===== src/rtl/icache.sv =====
`default_nettype none
// ============================================================================
// Module   : icache
// Purpose  : Direct-mapped, read-only instruction cache holding one 32-bit
//            word per line. It sits between the instruction fetcher and the
//            memory controller's IC port.
// Revision : 1.0 - initial release
// ============================================================================
module icache #(
  parameter int INDEX_BITS = 6,
  parameter int ADDR_W     = 32
) (
  input  logic              clk,
  input  logic              rst,
  input  logic              rdy,
  input  logic              IF_valid,
  input  logic [ADDR_W-1:0] IF_addr,
  input  logic              clear,
  output logic              IF_ready,
  output logic [31:0]       IF_inst,
  output logic              IC_rn,
  output logic [ADDR_W-1:0] IC_addr,
  input  logic              IC_ready,
  input  logic [31:0]       IC_value
);

  localparam int LINES = 1 << INDEX_BITS;
  localparam int TAG_W = ADDR_W - INDEX_BITS - 2;

  typedef enum logic [0:0] {
    IDLE = 1'b0,
    MISS = 1'b1
  } state_t;

  state_t state;

  // Line storage. Only the valid bits are reset; tag and data are meaningless
  // until their valid bit is set.
  logic [LINES-1:0] line_valid;
  logic [TAG_W-1:0] tag_mem  [LINES];
  logic [31:0]      data_mem [LINES];

  // Set once IC_ready has been seen low during the current miss. A level
  // IC_ready left high by the previous transfer is not taken as completion.
  logic seen_low;
  // A clear arrived while a miss was outstanding: fill the line but do not
  // hand the word to the fetcher.
  logic drop;

  logic [INDEX_BITS-1:0] req_idx;
  logic [TAG_W-1:0]      req_tag;
  logic [INDEX_BITS-1:0] fill_idx;
  logic [TAG_W-1:0]      fill_tag;
  logic                  req_hit;
  logic                  accept;
  logic                  fill_fire;
  logic                  unused_offset;

  assign req_idx   = IF_addr[INDEX_BITS+1:2];
  assign req_tag   = IF_addr[ADDR_W-1:INDEX_BITS+2];
  // IC_addr carries the latched request for the whole miss, so it also
  // provides the fill location.
  assign fill_idx  = IC_addr[INDEX_BITS+1:2];
  assign fill_tag  = IC_addr[ADDR_W-1:INDEX_BITS+2];
  assign req_hit   = line_valid[req_idx] && (tag_mem[req_idx] == req_tag);
  assign accept    = (state == IDLE) && IF_valid && !clear;
  assign fill_fire = (state == MISS) && IC_ready && seen_low;
  // The byte offset within the word is not needed.
  assign unused_offset = ^IF_addr[1:0];

  // Array write on the completing edge. Reset suppresses it, so a miss that
  // is aborted by reset leaves no trace in the array.
  always_ff @(posedge clk) begin
    if (rdy && !rst && fill_fire) begin
      tag_mem[fill_idx]  <= fill_tag;
      data_mem[fill_idx] <= IC_value;
    end
  end

  // Control FSM with registered outputs. rdy low freezes every register.
  always_ff @(posedge clk) begin
    if (rst) begin
      state      <= IDLE;
      line_valid <= '0;
      seen_low   <= 1'b0;
      drop       <= 1'b0;
      IF_ready   <= 1'b0;
      IF_inst    <= 32'h0;
      IC_rn      <= 1'b0;
      IC_addr    <= '0;
    end else if (rdy) begin
      case (state)
        IDLE: begin
          // Default: no response. This also drops a hit response when clear
          // blocks acceptance.
          IF_ready <= 1'b0;
          if (accept) begin
            if (req_hit) begin
              IF_ready <= 1'b1;
              IF_inst  <= data_mem[req_idx];
            end else begin
              state    <= MISS;
              IC_rn    <= 1'b1;
              IC_addr  <= {IF_addr[ADDR_W-1:2], 2'b00};
              seen_low <= 1'b0;
              drop     <= 1'b0;
            end
          end
        end
        MISS: begin
          if (!IC_ready) begin
            seen_low <= 1'b1;
          end
          if (fill_fire) begin
            line_valid[fill_idx] <= 1'b1;
            IC_rn    <= 1'b0;
            IF_inst  <= IC_value;
            IF_ready <= !(drop || clear);
            drop     <= 1'b0;
            state    <= IDLE;
          end else if (clear) begin
            drop <= 1'b1;
          end
        end
        default: begin
          state <= IDLE;
        end
      endcase
    end
  end

endmodule
`default_nettype wire


===== config.mk =====
export PLATFORM = sky130hd
export DESIGN_NAME = icache
export DESIGN_NICKNAME = d
export VERILOG_FILES = /design/src/rtl/icache.sv
export SDC_FILE = /design/constraint.sdc
export NUM_CORES = 2
export LEC_CHECK = 0
export ABC_CLOCK_PERIOD_IN_PS = 6400
export CORE_MARGIN = 2
export CORE_UTILIZATION = 55
export CTS_CLUSTER_SIZE = 25
export DETAILED_ROUTE_END_ITERATION = 16
export PLACE_DENSITY = 0.78
export SLEW_MARGIN = 0
export SYNTH_ARGS = -nofsm -noshare
export SYNTH_HDL_FRONTEND = slang
export SYNTH_SLANG_ARGS = --single-unit

===== constraint.sdc =====
create_clock -name clk -period 6.4 [get_ports clk]
set_input_delay 0.64 -clock clk [delete_from_list [all_inputs] [get_ports clk]]
set_output_delay 0.64 -clock clk [all_outputs]
set_load 0.03 [all_outputs]

==> impl_metrics.toml <==
[pwr]
intPower_mw = 39.4
leakage_nw = 48.9
clkPwrFrac_pct = 42.3
irDropWorstVdd_mv = 0.292
switching_share_pct = 20.9
power_mw = 49.8
switchingPower_mw = 10.4
seq_power_share_pct = 53.5
comb_power_share_pct = 4.3
p_per_area_nw_per_um2 = 309

[route]
post-route-drc-count = 0
wl_per_cell_um = 40.8
ant_nets = 0
first_pass_iters = 9
vias_per_cell = 7.26
vias = 75800
routed_wl_um = 426000
first_iter_violations = 14200

[timing]
slew_headroom_pct = 0.725
setup_viol = 0
slew_violations = 0
holdWs_ns = 0.299
fin_crit_ns = 6.23
min_period_over_period_pct = 97.4
max_freq_ghz = 0.160
rsz0062_at_grt = "false"
worst_slew_pin_slew_ns = 1.49
hold_violations = 0
clock_skew_ns = 0.0867

[setup_path]
worstSetupPathType = "in2reg"
crit_fanout = 41
cp.arrival_ns = 7.12
cp-start-kind = "input pin"
required_ns = 7.28
end_kind = "flop"
rr_worst_depth = 12
r2r-start = "tag_mem[36][21]"
rrSetupSlack_ns = 0.40
worstReg2RegEnd = "IC_addr[18]"

[flow_run]
drv_cap = 0

[place]
place_congestion = 0.871
hpwl_um = 211000
numPortBuffers = 131

[die]
io-pin-count = 136
dieArea_um2 = 263000
rows = 186
start_util_pct = 55.4
die_h_um = 513
die_x_um = 513
core_um2 = 257000

[cts]
h-tree-depth = 5
cts.sinks = 3715
cts_made_buffers = 365
clk_pin_slew_worst_paths_ns = 0.06
root_buffer = "clkbuf_16"
ctsResizeCount = 0
cts_tree = "built"
clock_path_buffers = 4
cts_setup_buffers = 0
cts_hold_buf = 0
clock_latency_ns = 0.98

[cells_and_area]
area_growth_pct = 13.0
layout-drive-gt1-share_pct = 27.7
fin_nets = 6837
final_core_util_pct = 62.6

[grt]
grt_pass1_vias = 75500
grt_use_met2_pct = 50.7
gr-usage-met3_pct = 9.50
track_usage_pct = 32.3
overflow = 0
grt_use_met1_pct = 41.6
grt_max_degree = 93
grt_first_pass_wirelength_um = 589000
antenna_found_initial = 10
top_usage_layer = "met2"

[yosys]
syn_inst = 6339
async_reset_ff_share_pct = 0
ys_seq_area_share_pct = 77.3
yosys_warnings = 0
avgSynthCellArea_um2 = 22.5
yosysTopAreaCell = "edfxtp_1"
synth_edf_count = 3584
synth_seq_cells = 3715
ys.flop_type = "edfxtp_1"
synth_top_area_share_pct = 75.5
synth_cell_types = 75
syn_area_um2 = 143000
synthTopCellsByArea = "edfxtp_1, mux4_2, dfxtp_1, mux2i_1, a22oi_1"

[hold_path]
whs_path_depth = 2
min_path_type = "in2reg"
hold_end = "IF_ready"
hold_path.startpoint = "rst"

[run_status]
outcome = "finished, final reports clean"
-- cells in the mapped netlist, types with 58 or more instances --
cell type / instances
nand3_1: 58
buf_2: 119
o22ai_1: 95
nand2_1: 99
nor2_1: 158
inv_1: 74
mux4_2: 963
dfxtp_1: 131
a22oi_1: 90
clkbuf_1: 175
edfxtp_1: 3584
mux2i_1: 224
-- worst max-delay path, stage by stage --
cell and delay, ns:
buf_4 0.63, buf_4 0.38, nor3b_1 0.14, a221oi_1 0.72, a22oi_1 0.21, o211ai_1 0.44, a21oi_1 0.22, a211oi_1 0.98
buf_4 0.25, o2111ai_1 0.24, or4_2 1.06, and2_1 0.54, buf_4 0.34, o21ai_0 0.22
-- sequential cells by signal, indices dropped and copies added, names as in the netlist --
register / count
IC_addr: 30
IC_rn: 1
IF_inst: 32
IF_ready: 1
data_mem: 2048
drop: 1
line_valid: 64
seen_low: 1
state: 1
tag_mem: 1536
-- through the flow --
stage,TNS [ns],worst slack [ns],area [µm²],cells
CTS,0,0.725,161000,10400
floorplan,0,1.97,143000,6340
detailed placement,-0.00356,-0.00303,150000,9784
global route,0,0.318,161000,10400
global placement,0,0.0923,150000,9784
finish,0,0.166,161000,10400
-- worst max path at each step --
stage / slack [ns] / endpoint / from
6_report: 0.17 / IC_addr[18] / IF_addr[5]
3_5_place_dp: -0.003 / IC_addr[20] / IF_addr[4]
3_3_place_gp: 0.09 / IC_addr[8] / IF_addr[4]
5_1_grt: 0.32 / IC_addr[18] / IF_addr[4]
4_1_cts: 0.73 / IC_addr[18] / IF_addr[4]
2_1_floorplan: 1.97 / data_mem[14][0] / IC_ready
-- cell type report --
type	instances	area (µm²)
clock buffer	477	9850
fill	16000	96200
antenna	9	22.5
timing repair buffer	427	4100
sequential	3715	110000
clock inverter	166	1570
tap	3384	4230
multi-input combinational	2182	30800
inverter	76	295
-- power groups by stage --
stage	Clock, mW	Sequential [mW]	Combinational [mW]
6_report	21.1	26.6	2.12
3_3_place_gp	0	27.2	1.97
5_1_grt	21.9	26.6	2.18
3_5_place_dp	0	27.2	2.03
2_1_floorplan	0	27.2	1.24
4_1_cts	21.1	26.6	2.08
-- metal layers --
| layer | vias to the layer above | wire, µm |
|---|---|---|
| li1 | 27700 | - |
| met2 | 7534 | 201000 |
| met3 | 1522 | 62700 |
| met5 | - | 57 |
| met1 | 39000 | 137000 |
| met4 | 10 | 25500 |
-- placed cells by master (no fill, tap or decap), types with 65 or more instances in the layout --
cell type        instances
edfxtp_1              3584
mux4_2                 963
clkbuf_16              372
buf_4                  243
mux2i_1                224
dfxtp_1                107
nand2_1                 99
o22ai_1                 95
clkdlybuf4s50_1         93
nor2_1                  92
a22oi_1                 90
clkbuf_1                89
inv_1                   71
nor2_4                  65
-- cell families after synthesis --
| logic type | Yosys count | share of synthesized area, % |
|---|---|---|
| AND/OR/NAND/NOR | 513 | 1.82 |
| flip-flops | 3715 | 77.3 |
| other | 1 | 0.00263 |
| AO/OA/AOI/OAI | 407 | 2.09 |
| XOR/XNOR | 22 | 0.135 |
| multiplexers | 1238 | 17.2 |
| buffers and inverters | 443 | 1.43 |
Power figures use the tool's default switching activity.
